==> config.mk <==
export PLATFORM = sky130hd
export DESIGN_NAME = cmp_seq_arbiter
export DESIGN_NICKNAME = d
export VERILOG_FILES = /design/src/rtl/cmp_seq_arbiter.sv
export SDC_FILE = /design/constraint.sdc
export NUM_CORES = 1
export LEC_CHECK = 0
export CAP_MARGIN = 40
export CORE_AREA = 2 2 144 146
export CTS_BUF_LIST = sky130_fd_sc_hd__clkbuf_16
export CTS_CLUSTER_DIAMETER = 120
export DETAILED_ROUTE_END_ITERATION = 6
export DIE_AREA = 0 0 146 148
export MAX_ROUTING_LAYER = met4
export PLACE_DENSITY_LB_ADDON = 0.08
export SLEW_MARGIN = 10
export SYNTH_ARGS = -nofsm -noshare
export SYNTH_HDL_FRONTEND = slang
export SYNTH_SLANG_ARGS = --single-unit
==> constraint.sdc <==
create_clock -name clk -period 5.3 [get_ports clk]
set_clock_uncertainty 0.1 [all_clocks]
set_input_delay 1.06 -clock clk [delete_from_list [all_inputs] [get_ports clk]]
set_output_delay 1.06 -clock clk [all_outputs]
set_load 0.03 [all_outputs]
==> src/rtl/cmp_seq_arbiter.sv <==
// cmp_seq_arbiter
// Shares one combinational W-bit magnitude comparator between two requesters
// and extends it to NWORDS*W-bit operands. Operands are scanned one word per
// cycle from the most significant word down, and the scan stops at the first
// unequal word. The requester is picked round-robin, and the result is
// returned with a one-cycle done pulse.
//
// Ports:
//   clk, rst_n            clock (rising edge), asynchronous active-low reset
//   req[1:0]              level requests, held until the matching done pulse
//   opa0/opb0, opa1/opb1  NWORDS*W-bit operands per requester, captured at grant
//   gnt[1:0]              one-hot grant, held from capture until done
//   done[1:0]             one-cycle pulse to the served requester
//   res_gt/res_eq/res_lt  registered compare result, held until the next done
//   err                   comparator flags were not one-hot during the scan
//   busy                  high while scanning or signalling done
//   cmp_a/cmp_b           current word pair driven to the shared comparator
//   cmp_gt/cmp_eq/cmp_lt  comparator response (combinational from cmp_a/cmp_b)

module cmp_seq_arbiter #(
   parameter int unsigned W      = 16,
   parameter int unsigned NWORDS = 4
) (
   input  logic                  clk,
   input  logic                  rst_n,
   input  logic [1:0]            req,
   input  logic [NWORDS*W-1:0]   opa0,
   input  logic [NWORDS*W-1:0]   opb0,
   input  logic [NWORDS*W-1:0]   opa1,
   input  logic [NWORDS*W-1:0]   opb1,
   output logic [1:0]            gnt,
   output logic [1:0]            done,
   output logic                  res_gt,
   output logic                  res_eq,
   output logic                  res_lt,
   output logic                  err,
   output logic                  busy,
   output logic [W-1:0]          cmp_a,
   output logic [W-1:0]          cmp_b,
   input  logic                  cmp_gt,
   input  logic                  cmp_eq,
   input  logic                  cmp_lt
);

   // Index width stays at least one bit so NWORDS=1 still builds.
   localparam int unsigned IW = (NWORDS > 1) ? $clog2(NWORDS) : 1;
   localparam logic [IW-1:0] IdxTop = IW'(NWORDS - 1);

   typedef enum logic [1:0] {
      StIdle,
      StScan,
      StDone
   } state_t;

   state_t                r_state;
   logic [NWORDS*W-1:0]   r_opa;
   logic [NWORDS*W-1:0]   r_opb;
   logic [IW-1:0]         r_idx;
   logic [1:0]            r_gnt;
   logic [1:0]            r_done;
   logic                  r_res_gt;
   logic                  r_res_eq;
   logic                  r_res_lt;
   logic                  r_err;
   // Index of the requester served most recently; reset to 1 so requester 0
   // wins the first simultaneous request.
   logic                  r_last;

   logic                  w_pick1;
   logic                  w_flags_ok;
   logic [W-1:0]          w_word_a;
   logic [W-1:0]          w_word_b;

   // Requester 1 wins when it is alone, or when both ask and 0 went last.
   assign w_pick1 = req[1] & (~req[0] | ~r_last);

   // Exactly one of gt/eq/lt must be set for a trustworthy response.
   assign w_flags_ok = ({cmp_gt, cmp_eq, cmp_lt} == 3'b100) ||
                       ({cmp_gt, cmp_eq, cmp_lt} == 3'b010) ||
                       ({cmp_gt, cmp_eq, cmp_lt} == 3'b001);

   always_comb begin
      w_word_a = '0;
      w_word_b = '0;
      for (int i = 0; i < int'(NWORDS); i++) begin
         if (r_idx == IW'(i)) begin
            w_word_a = r_opa[i*W +: W];
            w_word_b = r_opb[i*W +: W];
         end
      end
   end

   // The comparator bus is quiet outside the scan.
   assign cmp_a = (r_state == StScan) ? w_word_a : '0;
   assign cmp_b = (r_state == StScan) ? w_word_b : '0;

   assign gnt    = r_gnt;
   assign done   = r_done;
   assign res_gt = r_res_gt;
   assign res_eq = r_res_eq;
   assign res_lt = r_res_lt;
   assign err    = r_err;
   assign busy   = (r_state != StIdle);

   always_ff @(posedge clk or negedge rst_n) begin
      if (!rst_n) begin
         r_state  <= StIdle;
         r_opa    <= '0;
         r_opb    <= '0;
         r_idx    <= '0;
         r_gnt    <= 2'b00;
         r_done   <= 2'b00;
         r_res_gt <= 1'b0;
         r_res_eq <= 1'b0;
         r_res_lt <= 1'b0;
         r_err    <= 1'b0;
         r_last   <= 1'b1;
      end else begin
         case (r_state)
            StIdle: begin
               if (req != 2'b00) begin
                  if (w_pick1) begin
                     r_opa <= opa1;
                     r_opb <= opb1;
                     r_gnt <= 2'b10;
                  end else begin
                     r_opa <= opa0;
                     r_opb <= opb0;
                     r_gnt <= 2'b01;
                  end
                  r_idx   <= IdxTop;
                  r_state <= StScan;
               end
            end

            StScan: begin
               if (!w_flags_ok) begin
                  r_err    <= 1'b1;
                  r_res_gt <= 1'b0;
                  r_res_eq <= 1'b0;
                  r_res_lt <= 1'b0;
                  r_done   <= r_gnt;
                  r_state  <= StDone;
               end else if (!cmp_eq || (r_idx == '0)) begin
                  // First unequal word decides; all-equal ends at word 0.
                  r_err    <= 1'b0;
                  r_res_gt <= cmp_gt;
                  r_res_eq <= cmp_eq;
                  r_res_lt <= cmp_lt;
                  r_done   <= r_gnt;
                  r_state  <= StDone;
               end else begin
                  r_idx <= r_idx - IW'(1);
               end
            end

            StDone: begin
               r_done  <= 2'b00;
               r_last  <= r_gnt[1];
               r_gnt   <= 2'b00;
               r_state <= StIdle;
            end

            default: begin
               r_state <= StIdle;
            end
         endcase
      end
   end

endmodule

==> results by group, run 1 <==
Placed design
  – Hpwl dp: around 21000 um
  – Placed cell count: 1182
  – Cell Area, Placed: 10430 sq um
  – # port buffers: 303
  – Routability cong.: around 0.95

Clocking
  – Cts-stage hold buffer count: 0
  – Worst-case clock buffer depth: 2
  – Setup bufs post-CTS: 0
  – Number of buffers created by CTS: 17
  – Worst skew pair latency: between 0.4 and 0.5 ns
  – Clock sink count: 141
  – H-tree depth: 4
  – Resize count post-CTS: 0
  – CTS tree: done
  – Root Buffer: clkbuf_16
  – Reg clk slew, reported paths: ~0.060 ns

Synth
  – Unique cell type count in the Yosys netlist: 39
  – Cell count after synthesis: approximately 670
  – Yosys warnings: 0
  – Synthesized Nets: roughly 940
  – Netlist Area Pre-Place: ~7100 sq um
  – Sequential share of the synthesized area: 49.42%
  – Syn Area/Cell: 10.63 sq um
  – Yosys reg bits: 141
  – EDFF count, synth: 0
  – Synth Flop Type: dfrtp_1
  – Asr flop ratio synth: between 90% and 100%

Detailed routing
  – First DRT Iteration DRCs: 500
  – Post-detailed-route wirelength per cell: 24.45 um
  – Total wire length: a little under 30000 um
  – Antenna-violating nets left: 0
  – DRC: 0
  – Pre-Repair DR Iteration Count: 7
  – Vias per inst: 5.959
  – Vias: about 7200

Power and ir drop
  – Cell Pwr Density: roughly 520 nW/um^2
  – Switching power: ~0.0023 W
  – Power share of the sequential group: a little over a third
  – Logic gate share of total power: between 40% and 50%
  – Switching share of power: between 30% and 40%
  – Worst vdd ir: 223.2 uV
  – Power Internal: around 0.0034 W
  – Total Power: 0.005745 W
  – Lkg Pwr: around 4.8 nW
  – Clock power share: between 20% and 30%

Global route
  – First-pass GRT wire length: about 45000 um
  – Global route overflow: 0
  – Initial antenna violation count: 1
  – Total GRT Usage: 28.34%
  – Largest net degree at the start of global routing: between 80 and 90
  – Number of global-route vias before repair: about 7500

Setup path
  – CP startpoint kind: flop
  – Arrival time at the worst endpoint: around 3.3 ns
  – Slowest Stage Delay on Critical Path: ~0.73 ns
  – Highest-delay cell along the critical path: clkdlybuf4s50_1
  – Crit path kind: reg2out
  – Top Family by Delay on Critical Path: buffers and inverters
  – Crit path cell chain: inv_1 > ha_1 > nor2b_2 > buf_4 > a221oi_1 > o21ai_0 > clkdlybuf4s50_1
  – Max FO, Critical Path: 21
  – CP endpoint kind: output pin
  – Worst EP required: around 4.1 ns
  – Buf+Inv Stages, Crit Path: 3

STA
  – FMAX: approximately 220 MHz
  – Setup_tns: 0 ns
  – Fin. Hold Viols: 0
  – Final Cycle Share: roughly 85%
  – Max Slew Vio Count: 0
  – Endpoints failing setup: 0
  – RSZ-0062 raised after global routing: no
  – WHS: just over 0.4 ns
  – Measured slew at the worst slew-check pin: ~0.88 ns
  – Final min period: approximately 4.5 ns
  – Max-slew headroom: between 40% and 50%

Floorplan
  – Die X: around 150 um
  – Die area: approximately 22000 sq um
  – Initial Utilization: between 30 and 40%
  – Row count: between 50 and 60
  – I/O Pins: slightly above 300
  – CORE AREA: between 20000 and 25000 sq um
  – Die Y: between 100 and 150 um

Worst hold path
  – Hold Crit Class: reg2reg

Status
  – Outcome: complete, no violations

Cells and area
  – Area grow syn2layout: 54.21%
  – Final Cell Area: roughly 11000 sq um
  – Non-Filler Instances: approximately 1200
  – Final Net Count: roughly 1200
  – Share of post-route cells with drive strength above 1: around 6%

Job
  – Max-Cap Viols: 0
-- power groups by stage --
stage	clock, W	sequential, W	combinational [W]
floorplan	0	0.00185	0.00156
global placement	0	0.00208	0.00237
detailed placement	0	0.00207	0.00247
CTS	0.00122	0.00206	0.00249
global route	0.00128	0.00210	0.00268
finish	0.00121	0.00206	0.00248
-- layout make-up --
type	instances	area (sq um)
Fill cell	1817	9026
Sequential cell	141	3530
Multi-Input combinational cell	446	3299
Timing Repair Buffer	318	3232
Clock buffer	17	425.4
Tap cell	270	337.8
Clock inverter	15	160.2
Inverter	7	26.28
Antenna cell	1	2.502
-- worst paths after layout --
check	from	endpoint	slack, ns	depth (start not counted)
max	r_idx[0]	cmp_b[10]	0.80	7
min	done[1]	done[1]	0.40	1
max reg2reg	r_state[1]	r_opa[32]	2.98	6
min reg2reg	done[1]	done[1]	0.40	1
max in group asynchronous	rst_n	r_opb[1]	3.48	3
min in group asynchronous	rst_n	r_opa[53]	0.42	1
-- cell usage after synthesis (3+ instances only) --
cell	n	area share [%]
a221o_1	128	18
o21ai_0	68	4.8
nor2b_1	3	0.26
a21oi_1	3	0.21
buf_2	20	1.4
and3_1	128	11
nor2_1	5	0.26
a221oi_1	32	3.9
and2_1	3	0.26
o2bb2ai_1	3	0.37
inv_1	7	0.37
nand2b_1	3	0.26
o21ai_1	4	0.28
nand2_1	34	1.8
ha_1	7	1.2
clkbuf_1	58	3.0
dfrtp_1	140	49
-- metal layers --
| metal | global-route usage [%] | wire [um] | vias up |
|---|---|---|---|
| met4 | 9.417 | 773 | 0 |
| li1 | - | - | 3226 |
| met5 | - | 0 | - |
| met3 | 5.957 | 2203 | 33 |
| met2 | 48.33 | 15100 | 349 |
| met1 | 33.62 | 11630 | 3632 |
-- kinds of logic after synthesis --
kind of cell	Yosys count	share of synthesized area, %
AO/OA/AOI/OAI	247	28.61
AND/OR/NAND/NOR	191	15.77
flip-flops	141	49.42
buffers and inverters	85	4.818
adder cells (fa/ha/maj)	7	1.226
multiplexers	1	0.1577
-- sequential cells by signal, indices dropped and copies added, names as in the netlist, 2 cells and up --
signal,cells
done,2
r_idx,2
r_state,2
gnt,2
r_opb,64
r_opa,64
-- through the flow --
step / util, % / setup slack [ns]
6_report: 54.96 / 0.8026
5_1_grt: 54.96 / 0.5644
4_1_cts: 54.95 / 0.7533
3_5_place_dp: 52.02 / 1.252
3_3_place_gp: 51.51 / 1.423
2_1_floorplan: - / 2.151
-- cells in the final DEF, fill, tap and decap left out, drive strengths merged, types with 2 or more instances in the layout --
| cell | instances |
|---|---|
| o2bb2ai | 3 |
| and3 | 128 |
| nand2 | 34 |
| nor2b | 3 |
| and2b | 2 |
| a21oi | 3 |
| clkinv | 5 |
| bufinv | 2 |
| nor4b | 2 |
| and2 | 3 |
| a221o | 128 |
| dfrtp | 140 |
| clkdlybuf4s50 | 302 |
| o21ai | 72 |
| nand2b | 3 |
| o311a | 2 |
| ha | 7 |
| or3b | 2 |
| nor2 | 5 |
| clkinvlp | 3 |
| a221oi | 32 |
| inv | 12 |
| a32o | 2 |
| clkbuf | 17 |
| buf | 16 |
| nand4 | 2 |
-- worst register-to-register path: stages, from the launching register on --
cell and delay, ns:
dfrtp_1 0.39, inv_1 0.11, ha_1 0.33, nand2_1 0.17, nor2_4 0.14, buf_4 0.65, a221o_1 0.38
Power figures use the tool's default switching activity.
==> run 2: changes to the inputs <==
==> constraint.sdc (replaced) <==
create_clock -name clk -period 4.4 [get_ports clk]
set_clock_uncertainty 0.1 [all_clocks]
set_input_delay 0.88 -clock clk [delete_from_list [all_inputs] [get_ports clk]]
set_output_delay 0.88 -clock clk [all_outputs]
set_load 0.03 [all_outputs]
==> results by group, run 2 (synthesized netlist as in run 1, its figures left out) <==
STA
  – Measured slew at the worst slew-check pin: 0.9157 ns (was 0.8772 ns)
  – Setup_tns: 0 ns (unchanged)
  – Setup WS post-layout: 0.2455 ns (was 0.8026 ns)
  – Endpoints failing setup: 0 (unchanged)
  – Max-slew headroom: 38.95% (was 41.52%)
  – Final min period: 4.155 ns
  – Max Slew Vio Count: 0 (unchanged)
  – Final Cycle Share: a little over nine tenths
  – FMAX: 240.7 MHz
  – Fin. Hold Viols: 0 (unchanged)
  – RSZ-0062 raised after global routing: no (unchanged)

Setup path
  – Buf+Inv Stages, Crit Path: 3 (unchanged)
  – Levels on crit path: 7 (unchanged)
  – Critical Path Start: r_idx[0] (unchanged)
  – Launch point of the worst reg-to-reg path: r_state[0] (was r_state[1])
  – CP startpoint kind: flop (unchanged)
  – Top Family by Delay on Critical Path: buffers and inverters (unchanged)
  – Worst reg-to-reg path cell count: 6 (unchanged)
  – Worst EP required: 3.42 ns (was 4.14 ns)
  – Crit path cell chain: inv_1 > ha_1 > nor2b_2 > buf_4 > a221oi_1 > o21ai_0 > clkdlybuf4s50_1 (unchanged)
  – Crit path kind: reg2out (unchanged)
  – Max FO, Critical Path: 31 (was 21)
  – Slowest Stage Delay on Critical Path: 0.63 ns (was 0.73 ns)
  – Highest-delay cell along the critical path: a221oi_1 (was clkdlybuf4s50_1)
  – Arrival time at the worst endpoint: 3.17 ns (was 3.34 ns)
  – CP endpoint kind: output pin (unchanged)

Floorplan
  – Die area: 21610 sq um (unchanged)
  – Die Y: 148 um (unchanged)
  – Row count: 52 (unchanged)
  – I/O Pins: 304 (unchanged)
  – Die X: 146 um (unchanged)
  – CORE AREA: 20040 sq um (unchanged)
  – Initial Utilization: 35.64% (unchanged)

Power and ir drop
  – Lkg Pwr: 4.852 nW (was 4.790 nW)
  – Cell Pwr Density: 622.8 nW/um^2 (was 521.6 nW/um^2)
  – Worst vdd ir: 276.0 uV (was 223.2 uV)

Global route
  – Total GRT Usage: 26.98% (was 28.34%)
  – Global route overflow: 0 (unchanged)
  – Initial antenna violation count: 1 (unchanged)
  – First-pass GRT wire length: 43360 um (was 45290 um)
  – Largest net degree at the start of global routing: 82 (was 81)
  – Number of global-route vias before repair: 7437 (was 7468)

Clocking
  – H-tree depth: 4 (unchanged)
  – Setup bufs post-CTS: 0 (unchanged)
  – Worst skew pair latency: 0.42 ns (about the same)
  – Clock sink count: 141 (unchanged)
  – Cts-stage hold buffer count: 0 (unchanged)
  – Root Buffer: clkbuf_16 (unchanged)
  – Worst-case clock buffer depth: 2 (unchanged)
  – Resize count post-CTS: 0 (unchanged)
  – CTS tree: done (unchanged)
  – Reg clk slew, reported paths: 0.06 ns (about the same)
  – Number of buffers created by CTS: 17 (unchanged)

Detailed routing
  – Antenna-violating nets left: 0 (unchanged)
  – Vias: 7187 (was 7240)
  – First DRT Iteration DRCs: 562 (was 500)
  – Total wire length: 28410 um (was 29710 um)
  – Vias per inst: 5.901 (was 5.959)
  – DRC: 0 (unchanged)
  – Pre-Repair DR Iteration Count: 5 (was 7)
  – Post-detailed-route wirelength per cell: 23.32 um (was 24.45 um)

Job
  – Max-Cap Viols: 0 (unchanged)

Placed design
  – Hpwl dp: 19960 um (was 21470 um)
  – Dpl ws: 0.6935 ns (was 1.252 ns)
  – Routability cong.: 0.9189 (was 0.9483)
  – # port buffers: 303 (unchanged)

Cells and area
  – Leading cell type in the layout, fill and taps excluded: clkdlybuf4s50_1 (unchanged)
  – Area grow syn2layout: 54.52% (was 54.21%)
  – Final Net Count: 1204 (was 1201)
  – Largest regs: r_opa: 64 flops, r_opb: 64 flops (unchanged)
  – Most frequent cells in the layout: clkdlybuf4s50_1, dfrtp_1, and3_1, a221o_1, o21ai_0 (unchanged)
  – Share of post-route cells with drive strength above 1: 6.969% (was 6.038%)

Worst hold path
  – Hold Crit Class: in2async (was reg2reg)

Status
  – Outcome: complete, no violations (unchanged)
-- run 2: changes by cell type in the layout (fill, tap and decap cells not counted) --
cell,before,now
inv_6,4,1
buf_8,0,1
clkinvlp_4,3,1
clkinv_2,2,3
buf_16,3,4
inv_1,7,11
clkdlybuf4s50_1,302,292
bufinv_16,2,3
buf_4,10,21
inv_8,1,0
-- run 2: routing by layer --
layer	GRT usage (%)	up-vias	share of wire, %
li1	-	3226	-
met1	32.21	3524	40
met2	43.82	384	49
met3	6.451	53	7.6
met4	11.75	0	3.9
met5	-	-	0
-- run 2: worst register-to-register path, cell delays in order, from the launching register on --
cell and delay (ns):
dfrtp_1 0.41, inv_1 0.09, ha_1 0.33, nand2_1 0.17, nor2_4 0.13, buf_4 0.67, a221o_1 0.38
-- run 2: power breakdown --
| group | switching, W | total [W] | internal [W] |
|---|---|---|---|
| logic | 0.00167 | 0.00308 | 0.00141 |
| registers | 0.000429 | 0.00235 | 0.00192 |
| clock network | 0.000562 | 0.00144 | 0.000880 |
| total | 0.00266 | 0.00687 | 0.00421 |
-- run 2: through the flow --
| step | hold slack (ns) | area [sq um] | power [W] | instances | util (%) |
|---|---|---|---|---|---|
| 6_report | 0.2872 | 11040 | 0.006873 | 1218 | 55.07 |
| 5_1_grt | 0.3104 | 11040 | 0.007250 | 1218 | 55.07 |
| 3_3_place_gp | 0.3880 | 10300 | 0.005287 | 1179 | 51.42 |
| 3_5_place_dp | 0.3897 | 10450 | 0.005426 | 1185 | 52.15 |
| 2_1_floorplan | 0.3709 | 7142 | 0.004103 | 672 | - |
| 4_1_cts | 0.2992 | 11030 | 0.006903 | 1217 | 55.06 |
-- run 2: layout make-up --
cell class / instances / area, sq um
inverters: 7 / 26.28
diodes: 1 / 2.502
fillers: 1785 / 9004
clock inverters: 15 / 157.7
multi-input cells: 446 / 3299
flip-flops and latches: 141 / 3530
repair buffers: 321 / 3257
clock buffers: 17 / 425.4
well taps: 270 / 337.8
-- run 2: worst paths after layout --
path | slack, ns | to
min in group clk | 0.41 | r_opb[14]
hold reg to reg | 0.41 | r_opb[14]
setup / recovery | 0.25 | cmp_b[2]
hold / removal | 0.29 | r_opa[47]
setup reg to reg | 2.05 | r_opa[27]
max in group asynchronous | 2.89 | r_last
==> run 3: changes to the inputs <==
--- a/config.mk
+++ b/config.mk
@@ -13,6 +13,7 @@
 export DIE_AREA = 0 0 146 148
 export MAX_ROUTING_LAYER = met4
 export PLACE_DENSITY_LB_ADDON = 0.08
+export SETUP_SLACK_MARGIN = 0.3
 export SLEW_MARGIN = 10
 export SYNTH_ARGS = -nofsm -noshare
 export SYNTH_HDL_FRONTEND = slang
==> results by group, run 3 (synthesized netlist as in run 1, its figures left out) <==
Status
  – Outcome: complete, no violations (unchanged)

Floorplan
  – Initial Utilization: 35.64% (unchanged)
  – I/O Pins: 304 (unchanged)
  – Die Y: 148 um (unchanged)
  – Die area: 21610 sq um (unchanged)
  – Row count: 52 (unchanged)
  – Die X: 146 um (unchanged)
  – CORE AREA: 20040 sq um (unchanged)

Cells and area
  – Ant. Diodes: 0 (was 1)
  – Final Net Count: 1204 (unchanged)
  – Largest regs: r_opa: 64 flops, r_opb: 64 flops (unchanged)
  – Most frequent cells in the layout: clkdlybuf4s50_1, dfrtp_1, and3_1, a221o_1, o21ai_0 (unchanged)
  – Share of post-route cells with drive strength above 1: 7.709% (was 6.969%)
  – Area grow syn2layout: 55.06% (was 54.52%)
  – Leading cell type in the layout, fill and taps excluded: clkdlybuf4s50_1 (unchanged)
  – Filler Cells Inserted: 1785 (unchanged)
  – Non-Filler Instances: 1217 (was 1218)

STA
  – Final Cycle Share: 89.67% (was 94.42%)
  – FMAX: 253.5 MHz (was 240.7 MHz)
  – Measured slew at the worst slew-check pin: 0.9100 ns (was 0.9157 ns)
  – RSZ-0062 raised after global routing: no (unchanged)
  – Max-slew headroom: 39.33% (was 38.95%)
  – Setup_tns: 0 ns (unchanged)
  – Max Slew Vio Count: 0 (unchanged)
  – Endpoints failing setup: 0 (unchanged)
  – Final min period: 3.945 ns (was 4.155 ns)
  – WHS: 0.2902 ns (was 0.2872 ns)
  – Fin. Hold Viols: 0 (unchanged)

Detailed routing
  – Vias per inst: 5.867 (was 5.901)
  – Total wire length: 28400 um (was 28410 um)
  – Post-detailed-route wirelength per cell: 23.33 um (was 23.32 um)
  – DRC: 0 (unchanged)
  – Pre-Repair DR Iteration Count: 5 (unchanged)
  – First DRT Iteration DRCs: 555 (was 562)
  – Vias: 7140 (was 7187)
  – Antenna-violating nets left: 0 (unchanged)

Global route
  – Number of global-route vias before repair: 7445 (was 7437)
  – Total GRT Usage: 27.07% (was 26.98%)
  – First-pass GRT wire length: 43570 um (was 43360 um)
  – Global route overflow: 0 (unchanged)
  – Initial antenna violation count: 0 (was 1)
  – Largest net degree at the start of global routing: 82 (unchanged)

Worst hold path
  – Hold Crit Class: in2async (unchanged)

Placed design
  – Placed cell count: 1185 (unchanged)
  – Hpwl dp: 19960 um (unchanged)
  – # port buffers: 303 (unchanged)
  – Routability cong.: 0.9189 (unchanged)

Setup path
  – Crit path cell chain: inv_1 > ha_1 > and2b_1 > buf_8 > o21ai_0 > o21ai_0 > clkdlybuf4s50_1 (was inv_1 > ha_1 > nor2b_2 > buf_4 > a221oi_1 > o21ai_0 > clkdlybuf4s50_1)
  – Highest-delay cell along the critical path: clkdlybuf4s50_1 (was a221oi_1)
  – CP endpoint kind: output pin (unchanged)
  – Max FO, Critical Path: 19 (was 31)
  – Critical path destination: cmp_a[4] (was cmp_b[2])
  – Worst EP required: 3.42 ns (about the same)
  – CP startpoint kind: flop (unchanged)
  – Critical Path Start: r_state[1] (was r_idx[0])
  – CP dominant cell by count: o21ai_0
  – Slowest Stage Delay on Critical Path: 0.71 ns (was 0.63 ns)
  – FF-to-FF setup slack: 2.06 ns (was 2.05 ns)
  – Launch point of the worst reg-to-reg path: r_state[0] (unchanged)
  – Reg2reg end: r_opa[6] (was r_opa[27])
  – Arrival time at the worst endpoint: 2.97 ns (was 3.17 ns)
  – Crit path kind: reg2out (unchanged)
  – Worst reg-to-reg path cell count: 6 (unchanged)

Clocking
  – Reg clk slew, reported paths: 0.06 ns (about the same)
  – Worst skew pair latency: 0.42 ns (about the same)
  – Setup bufs post-CTS: 0 (unchanged)
  – Worst-case clock buffer depth: 2 (unchanged)
  – Clock sink count: 141 (unchanged)
  – Root Buffer: clkbuf_16 (unchanged)
  – H-tree depth: 4 (unchanged)
  – Cts-stage hold buffer count: 0 (unchanged)
  – Number of buffers created by CTS: 17 (unchanged)
  – CTS tree: done (unchanged)

Power and ir drop
  – Lkg Pwr: 4.882 nW (was 4.852 nW)
  – Worst vdd ir: 277.5 uV (was 276.0 uV)
  – Cell Pwr Density: 622.3 nW/um^2 (was 622.8 nW/um^2)

Job
  – Max-Cap Viols: 0 (unchanged)
-- run 3: cell count changes in the layout (fill, tap and decap cells not counted), sizes merged --
cell | previous run | this run
clkdlybuf4s50 | 292 | 291
dlymetal6s2s | 0 | 1
diode | 1 | 0
-- run 3: worst max-delay path: cells and delay by family, from the launching register on --
family | cells | cell delay (ns)
AND/OR/NAND/NOR | 1 | 0.44
buffers and inverters | 3 | 1.05
AO/OA/AOI/OAI | 2 | 0.29
flip-flops | 1 | 0.39
adder cells (fa/ha/maj) | 1 | 0.37
-- run 3: worst min-delay path by stage --
stage / endpoint / slack [ns] / cells past startpoint
finish: r_opa[47] / 0.29 / 1
global route: r_opa[47] / 0.31 / 1
CTS: r_opa[47] / 0.30 / 1
detailed placement: r_opa[42] / 0.39 / 1
global placement: done[1] / 0.39 / 1
floorplan: r_opb[14] / 0.37 / 1
-- run 3: layout make-up --
type	count	area, sq um	area share, %
Inverter	7	26.28	0.2373
Tap cell	270	337.8	3.050
Timing Repair Buffer	321	3263	29.47
Clock buffer	17	425.4	3.841
Sequential cell	141	3530	31.87
Multi-Input combinational cell	446	3334	30.11
Clock inverter	15	157.7	1.424
-- run 3: power by group --
| group | internal, W | switching [W] | leakage (nW) |
|---|---|---|---|
| logic | 0.00142 | 0.00167 | 2.85 |
| registers | 0.00192 | 0.000432 | 1.74 |
| clock network | 0.000881 | 0.000563 | 0.299 |
| total | 0.00422 | 0.00267 | 4.88 |
-- run 3: per-stage QoR --
step                area, sq um  utilization (%)  total power (W)  setup slack (ns)
detailed placement        10450            52.15         0.005426            0.6935
global route              11070            55.26         0.007273            0.3028
global placement          10300            51.42         0.005287            0.5911
floorplan                  7142                -         0.004103             1.431
finish                    11070            55.26         0.006892            0.4546
CTS                       11060            55.18         0.006920            0.3062
-- run 3: repair_timing --
item                                    in CTS  in global routing
gates cloned                                 0                  0
resized for setup                            4                  5
pin swaps                                    0                  0
endpoints found under the setup margin       4                 18
-- run 3: per-layer routing --
metal | wire length (um) | part of all wire, % | up-vias | GRT usage, %
met4 | 907 | 3.2 | 0 | 10.58
met2 | 14030 | 49 | 369 | 44.67
li1 | - | - | 3224 | -
met5 | 0 | 0 | - | -
met3 | 2375 | 8.4 | 43 | 6.327
met1 | 11080 | 39 | 3504 | 32.31
